<file path="src/rtl/guess_entry.sv">
// guess_entry: debounced keypad editor for a 4-digit guess with valid/ready handoff; GUESS_UNIQUE_EN rejects repeated digits
module guess_entry #(
  parameter int DEBOUNCE_CYCLES = 4
) (
  input  logic        clk,
  input  logic        rst,
  input  logic        key_valid,
  input  logic [3:0]  key_code,
  input  logic        guess_ready,
  output logic        guess_valid,
  output logic [15:0] guess,
  output logic [3:0]  d0,
  output logic [3:0]  d1,
  output logic [3:0]  d2,
  output logic [3:0]  d3,
  output logic [2:0]  count,
  output logic        reject
);
  localparam int CW = $clog2(DEBOUNCE_CYCLES) + 1;
  typedef enum logic [1:0] {IDLE, DEBOUNCE, HELD, SUBMIT} state_t;
  state_t state;
  logic [3:0] code_q;
  logic [CW-1:0] cnt;
  logic [3:0] d [4];
  logic [3:0] n_d [4];
  logic [2:0] n_count;
  logic n_rej, n_sub, dup, fire;
  logic [1:0] wr_idx, bs_idx;
  assign {d0, d1, d2, d3} = {d[0], d[1], d[2], d[3]};
  assign wr_idx = count[1:0];
  assign bs_idx = 2'(count - 3'd1);
`ifdef GUESS_UNIQUE_EN
  always_comb begin
    dup = 1'b0;
    for (int i = 0; i < 4; i++) dup = dup | (3'(i) < count && d[i] == key_code);
  end
`else
  assign dup = 1'b0;
`endif
  always_comb begin
    n_d = d;
    n_count = count;
    n_rej = 1'b0;
    n_sub = 1'b0;
    if (key_code < 4'd10) begin
      if (count == 3'd4 || dup) n_rej = 1'b1;
      else begin
        n_d[wr_idx] = key_code;
        n_count = count + 3'd1;
      end
    end else if (key_code == 4'hA) begin
      if (count == 3'd0) n_rej = 1'b1;
      else begin
        n_d[bs_idx] = 4'hF;
        n_count = count - 3'd1;
      end
    end else if (key_code == 4'hB) begin
      n_d = '{default: 4'hF};
      n_count = 3'd0;
    end else if (key_code == 4'hC) begin
      n_sub = count == 3'd4;
      n_rej = count != 3'd4;
    end
  end
  // the acting code is always the live key_code: in DEBOUNCE it must equal the latch to fire
  assign fire = key_valid && ((state == IDLE && DEBOUNCE_CYCLES == 1) ||
                (state == DEBOUNCE && key_code == code_q && cnt + CW'(1) == CW'(DEBOUNCE_CYCLES)));
  always_ff @(posedge clk or negedge rst) begin
    if (!rst) begin
      state <= IDLE;
      code_q <= 4'h0;
      cnt <= '0;
      d <= '{default: 4'hF};
      count <= 3'd0;
      guess <= 16'h0;
      guess_valid <= 1'b0;
      reject <= 1'b0;
    end else begin
      reject <= 1'b0;
      case (state)
        IDLE: if (key_valid) begin
          state <= DEBOUNCE;
          code_q <= key_code;
          cnt <= CW'(1);
        end
        DEBOUNCE: if (!key_valid) state <= IDLE;
          else if (key_code != code_q) begin
            code_q <= key_code;
            cnt <= CW'(1);
          end else cnt <= cnt + CW'(1);
        HELD: if (!key_valid) state <= IDLE;
        SUBMIT: if (guess_ready) begin
          d <= '{default: 4'hF};
          count <= 3'd0;
          guess_valid <= 1'b0;
          state <= HELD;
        end
        default: state <= IDLE;
      endcase
      if (fire) begin
        d <= n_d;
        count <= n_count;
        reject <= n_rej;
        state <= n_sub ? SUBMIT : HELD;
        if (n_sub) begin
          guess <= {d[0], d[1], d[2], d[3]};
          guess_valid <= 1'b1;
        end
      end
    end
  end
endmodule

</file>
<file path="config.mk">
export PLATFORM = sky130hd
export DESIGN_NAME = guess_entry
export DESIGN_NICKNAME = d
export VERILOG_FILES = /design/src/rtl/guess_entry.sv
export SDC_FILE = /design/constraint.sdc
export NUM_CORES = 1
export LEC_CHECK = 0
export CAP_MARGIN = 10
export CORE_MARGIN = 8
export CORE_UTILIZATION = 37
export CTS_CLUSTER_SIZE = 8
export DETAILED_ROUTE_END_ITERATION = 8
export GPL_TIMING_DRIVEN = 1
export MAX_ROUTING_LAYER = met4
export SLEW_MARGIN = 40
export SYNTH_ARGS = -nofsm -noshare
export SYNTH_HDL_FRONTEND = slang
export SYNTH_SLANG_ARGS = --single-unit
</file>
<file path="constraint.sdc">
create_clock -name clk -period 6.15 [get_ports clk]
set_input_delay 1.23 -clock clk [delete_from_list [all_inputs] [get_ports clk]]
set_output_delay 1.23 -clock clk [all_outputs]
set_load 0.02 [all_outputs]
</file>
==> results.txt, run 1 <==
----------------------------------------------------
[Power]
  Internal power contribution ... 757.5 µW
  Cell area power density ... 358.6 nW/µm²
  Peak supply drop ... 0.0001924 V
  Switching Fraction ... 32.60%
  Total chip power ... 1124 µW
  Combinational share of power ... 34.0%
  Static Leak ... 0.001371 µW
  Net switching component of the power ... 366.5 µW
  Clk network pwr share ... 24.6%
  Share of total power in sequential cells ... 41.4%

[STA]
  RSZ-0062 raised after global routing ... no
  Achievable frequency ... 286.6 MHz
  Hold Fails Final Rpt ... 0
  Final Cycle Share ... 56.74%
  Worst-margin pin slew ... 0.7275 ns
  Finish-stage setup viols ... 0
  Post-Route Setup TNS ... 0 ns
  Worst max-slew margin expressed relative to the limit ... 51.50%
  Period minus WS final ... 3.489 ns
  Count of final max-slew check failures ... 0
  Clock tree skew after final layout ... 0.008067 ns

[Synth]
  Share of synthesized flip-flops with an asynchronous set or reset ... 100.0%
  Post-Synthesis Cell Area ... 2506 µm²
  Cell with the most instances after synthesis ... dfrtp_1
  YS warnings ... 0
  Primary FF master, synth ... dfrtp_1
  Syn nets ... 258
  Post-synthesis average cell area ... 10.44 µm²
  Post-Synthesis Cells ... 240
  Seq cells post-synth ... 46
  Top cells by area in the synthesized netlist ... dfrtp_1 30%, dfstp_2 17%, mux2_2 8.1%, ha_1 5.0%, a21oi_1 3.6%
  Number of unique standard cell types used by synthesis ... 52
  Share of the yosys chip area belonging to registers ... 46.73%
  Leading post-synthesis cells by instance count ... 30 x dfrtp_1, 23 x nand2_1, 18 x a21oi_1, 18 x mux2_2, 16 x dfstp_2
  Yosys top cell area share ... 29.96%
  Count of flip-flops with a built-in enable after synthesis ... 0
  Yosys top cell by area ... dfrtp_1

[Die]
  Overall die height ... 98.30 µm
  Number of top-level pins ... 45
  Die X ... 98.30 µm
  DIE AREA ... 9663 µm²
  Placeable core area ... 6681 µm²
  Starting utilization of the core area ... 37.51%
  Standard-cell row count ... 30

[Routing]
  First-iteration detailed-routing DRC count ... 91
  Avg Vias per Cell ... 5.260
  Routed wire length ... 5747 µm
  Number of vias in the routed layout ... 1904
  Post-route antenna net violation count ... 0
  Routed wire per std cell ... 15.88 µm
  Number of detailed-route iterations in the first pass ... 4
  DRC violations left ... 0

[Clocking]
  Hold-fix buffers, CTS ... 0
  Worst-path clk slew ... 0.09 ns
  Total clock buffers created by CTS ... 5
  Source-to-sink clock delay at the later pin of the worst-skew pair ... 0.30 ns
  Clock root buffer ... clkbuf_8
  Clock sink count ... 46
  CTS H-tree lvls ... 2
  Number of buffers on the longest clock path ... 2
  Number of post-CTS setup repair buffers ... 0
  CTS tree ... built
  Cells resized by post-CTS repair ... 0

[Placement]
  Global placer's final weighted congestion ... 0.8856
  Detailed-placement wirelength estimate ... 4142 µm
  Number of buffers added on ports ... 44

[Global routing]
  Met1 layer usage reported by global route ... 15.17%
  GR Overflow Total ... 0
  First-pass GRT wire length ... 9735 µm
  Tot GR Track Use ... 12.49%
  Via count of the first global-routing pass ... 1976
  Pin count of the biggest net entering global routing ... 47
  Number of antenna violations at the first check in global routing ... 0
  Met2 Resource Use GR ... 20.04%
  Routing usage on met3 ... 3.343%
  Gr busiest metal ... met2

[Finish]
  Filler cells ... 650
  NumNets Final ... 299
  Total area of multi-input combinational cells ... 1237 µm²
  Layout-stage area growth over the synthesis result ... 25.06%
  Diode count ... 0
  Layout cells sized above 1 ... 18.79%
  Sequential standard cell area ... 1171 µm²

[Critical path]
  Max FO, Critical Path ... 18
  R2r worst-path depth ... 6
  Data required time at the worst endpoint ... 6.34 ns
  Worst reg2reg path startpoint ... count[0]
  Worst Setup Path Type ... input pin to flop
  R2r setup slk ... 3.48 ns
  Critical Path Start ... key_code[2]
  CP endpoint kind ... flop
  Endpoint of the lowest-slack register-to-register path ... guess[6]
  Data arrival time of the worst path ... 3.68 ns
  Capture point of the critical path ... guess[6]
  Startpoint type of the worst setup path ... input pin

[Min path]
  Hold Path Class ... flop to flop

[Run]
  Count of max-cap constraint violations ... 0

[Run status]
  Outcome ... completed

----------------------------------------------------
-- power by group through the flow --
stage               Clock, µW  Combinational (µW)  Sequential [µW]
floorplan                   0                 192              512
global route              294                 420              478
CTS                       283                 388              467
global placement            0                 382              471
detailed placement          0                 385              471
finish                    276                 383              465
-- per-stage QoR --
| stage | setup WS, ns | cell area (µm²) | utilization [%] | std cells | hold slack, ns |
|---|---|---|---|---|---|
| finish | 2.661 | 3134 | 46.91 | 362 | 0.4718 |
| global placement | 2.370 | 2989 | 44.74 | 354 | 0.4567 |
| detailed placement | 2.311 | 2992 | 44.78 | 354 | 0.4620 |
| global route | 2.469 | 3134 | 46.91 | 362 | 0.5016 |
| floorplan | 3.441 | 2506 | - | 240 | 0.4485 |
| CTS | 2.642 | 3134 | 46.91 | 362 | 0.4812 |
-- placed cells by master, fill, tap and decap left out, drive strengths merged, types with 10 or more instances in the layout --
master / netlist / final
a21oi: 19 / 19
nand2: 23 / 23
ha: 10 / 10
o21ai: 11 / 11
nor2: 14 / 14
inv: 12 / 12
dfstp: 16 / 16
dfrtp: 30 / 30
clkdlybuf4s50: 0 / 43
mux2: 19 / 19
-- routing by layer --
| metal | vias up | routed length, µm |
|---|---|---|
| li1 | 946 | - |
| met1 | 897 | 2679 |
| met2 | 55 | 2689 |
| met3 | 6 | 329 |
| met4 | 0 | 48 |
| met5 | - | 0 |
-- worst max-delay path: stages --
cell and delay (ns):
clkdlybuf4s50_1 0.93, xnor2_2 0.20, and3_1 0.28, nand4_2 0.52, mux2_1 0.51
-- worst min path at each step --
stage                       end  slack [ns]   startpoint  cells after the start
detailed placement  guess_valid        0.46  guess_valid                      2
finish              guess_valid        0.47  guess_valid                      2
CTS                 guess_valid        0.48  guess_valid                      2
global route        guess_valid        0.50  guess_valid                      2
global placement    guess_valid        0.46  guess_valid                      2
floorplan                cnt[2]        0.45       cnt[2]                      2
-- cells by family after synthesis --
family	synth area share, %
AND/OR/NAND/NOR	17.17
AO/OA/AOI/OAI	13.93
flip-flops	46.73
multiplexers	11.33
buffers and inverters	3.894
adder cells (fa/ha/maj)	4.993
XOR/XNOR	1.947
-- area by class of cell --
cell class,instances,share of cell area (%)
Timing Repair Buffer,44,13.97
Sequential cell,46,37.37
Inverter,12,1.437
Clock inverter,2,1.916
Tap cell,80,3.194
Clock buffer,6,2.635
Multi-Input combinational cell,172,39.48
-- flip-flops by register name (all words and copies together) (netlist names) --
| register | flops |
|---|---|
| guess | 16 |
| code_q | 4 |
| d0 | 4 |
| d1 | 4 |
| d2 | 4 |
| d3 | 4 |
| cnt | 3 |
| count | 3 |
| state | 2 |
| guess_valid | 1 |
| reject | 1 |
Power figures use the tool's default switching activity.
==> inputs of run 2 (changes only) <==
Clock period 6.15 ns to 3.5 ns, I/O delays scaled along.
==> run 2 against run 1 <==
Critical path depth is 1 higher; non-clock buffer count up 8; cell count grew 2.2%; first-iteration DRC count grew 57%; flip-flop and latch count unchanged; combinational power rose by 78%; highest routed layer unchanged.
==> results.txt, run 2 (synthesized netlist as in run 1, its figures left out) <==
----------------------------------------------------
[Routing]
  First-iteration detailed-routing DRC count ... 143
  Avg Vias per Cell ... 5.335
  Number of detailed-route iterations in the first pass ... 4
  DRC violations left ... 0
  Routed wire length ... 5926 µm
  Routed wire per std cell ... 16.02 µm
  Number of vias in the routed layout ... 1974
  Post-route antenna net violation count ... 0

[STA]
  Count of final max-slew check failures ... 0
  Post-Route Setup TNS ... 0 ns
  Hold Fails Final Rpt ... 0
  Finish-stage setup viols ... 0
  Worst-margin pin slew ... 0.6741 ns
  Final Cycle Share ... 77.63%
  Worst max-slew margin expressed relative to the limit ... 54.76%
  Achievable frequency ... 368.1 MHz
  Clock tree skew after final layout ... 0.005898 ns
  Period minus WS final ... 2.717 ns
  Worst slack on hold paths ... 0.3810 ns
  RSZ-0062 raised after global routing ... no

[Power]
  Clk network pwr share ... 20.8%
  Switching Fraction ... 34.21%
  Combinational share of power ... 36.0%
  Share of total power in sequential cells ... 43.2%
  Net switching component of the power ... 647.3 µW
  Peak supply drop ... 0.0002777 V
  Cell area power density ... 598.3 nW/µm²
  Internal power contribution ... 1245 µW
  Static Leak ... 0.001390 µW

[Finish]
  Cell area after layout ... 3162 µm²
  Layout cells sized above 1 ... 20.69%
  Top library cells by usage in the layout, fill and taps aside ... 43 x clkdlybuf4s50_1, 30 x dfrtp_1, 23 x nand2_1, 18 x mux2_2, 18 x a21oi_1
  Layout-stage area growth over the synthesis result ... 26.16%
  Diode count ... 0
  Filler cells ... 644
  NumNets Final ... 307
  Largest Register ... guess
  Sequential standard cell area ... 1171 µm²
  Flip-flop count of the largest register, all copies and words added ... 16
  Final core utilization ... 47.32%
  Most common cell after layout, fill and taps aside ... clkdlybuf4s50_1
  Total area of multi-input combinational cells ... 1237 µm²
  Final std cells w/o fill ... 370

[Global routing]
  Pin count of the biggest net entering global routing ... 47
  GR Overflow Total ... 0
  Gr busiest metal ... met2
  Met1 layer usage reported by global route ... 17.01%
  Tot GR Track Use ... 13.48%
  Via count of the first global-routing pass ... 2054
  Met2 Resource Use GR ... 21.19%
  First-pass GRT wire length ... 10470 µm
  Number of antenna violations at the first check in global routing ... 0
  Routing usage on met3 ... 3.343%

[Min path]
  Hold Path Class ... input pin to async pin

[Die]
  Overall die height ... 98.30 µm
  Placeable core area ... 6681 µm²
  DIE AREA ... 9663 µm²
  Number of top-level pins ... 45
  Standard-cell row count ... 30
  Die X ... 98.30 µm
  Starting utilization of the core area ... 37.51%

[Critical path]
  Max FO, Critical Path ... 13
  Critical Path Start ... key_code[1]
  Worst reg2reg path startpoint ... count[0]
  Data arrival time of the worst path ... 2.95 ns
  R2r setup slk ... 1.13 ns
  CP endpoint kind ... flop
  Data required time at the worst endpoint ... 3.73 ns
  Startpoint type of the worst setup path ... input pin
  Worst Setup Path Type ... input pin to flop

[Clocking]
  Clock root buffer ... clkbuf_8
  CTS H-tree lvls ... 2
  Source-to-sink clock delay at the later pin of the worst-skew pair ... 0.30 ns
  Number of buffers on the longest clock path ... 2
  Hold-fix buffers, CTS ... 0
  Cells resized by post-CTS repair ... 0
  Worst-path clk slew ... 0.09 ns
  CTS tree ... built
  Clock sink count ... 46
  Total clock buffers created by CTS ... 5
  Number of post-CTS setup repair buffers ... 0

[Placement]
  Instance area at placement ... 3052 µm²
  Number of placed instances with taps included ... 362
  Number of buffers added on ports ... 44
  Detailed-placement wirelength estimate ... 4379 µm
  Global placer's final weighted congestion ... 0.9552

[Run]
  Count of max-cap constraint violations ... 0

[Run status]
  Outcome ... completed

----------------------------------------------------
-- run 2: metal layers --
metal	share of wire, %	up-vias	wire length, µm
li1	-	955	-
met1	47	967	2810
met2	47	47	2758
met3	5.1	5	303
met4	0.89	0	53
met5	0	-	0
-- run 2: path summary, 6_finish.rpt --
| check | end | cells past startpoint |
|---|---|---|
| min | guess[12] | 1 |
| max reg2reg | d3[1] | 7 |
| max | d3[1] | 6 |
| max in group asynchronous | code_q[0] | 1 |
| min reg2reg | guess_valid | 2 |
| min in group clk | guess_valid | 2 |
-- run 2: critical path, stage by stage --
cell and delay (ns):
clkdlybuf4s50_1 0.68, xnor2_2 0.33, nand4_2 0.20, or4_4 0.59, or2_4 0.26, o22a_1 0.19
-- run 2: layout make-up --
| type | count | share of cell area [%] |
|---|---|---|
| Inverter | 12 | 1.425 |
| Sequential cell | 46 | 37.04 |
| Timing Repair Buffer | 52 | 15.75 |
| Clock buffer | 6 | 2.295 |
| Clock inverter | 2 | 1.187 |
| Multi-Input combinational cell | 172 | 39.14 |
| Tap cell | 80 | 3.166 |
-- run 2: power groups by stage --
| stage | registers [µW] | clock network [µW] | logic [µW] |
|---|---|---|---|
| floorplan | 900 | 0 | 338 |
| global placement | 828 | 0 | 682 |
| detailed placement | 828 | 0 | 685 |
| CTS | 822 | 409 | 691 |
| global route | 837 | 422 | 754 |
| finish | 817 | 393 | 681 |
-- run 2: metrics by stage --
stage               setup WS (ns)  power [µW]
floorplan                   1.321        1238
global placement           0.5428        1510
detailed placement         0.4586        1513
CTS                        0.7779        1921
global route               0.6811        2013
finish                     0.7830        1892
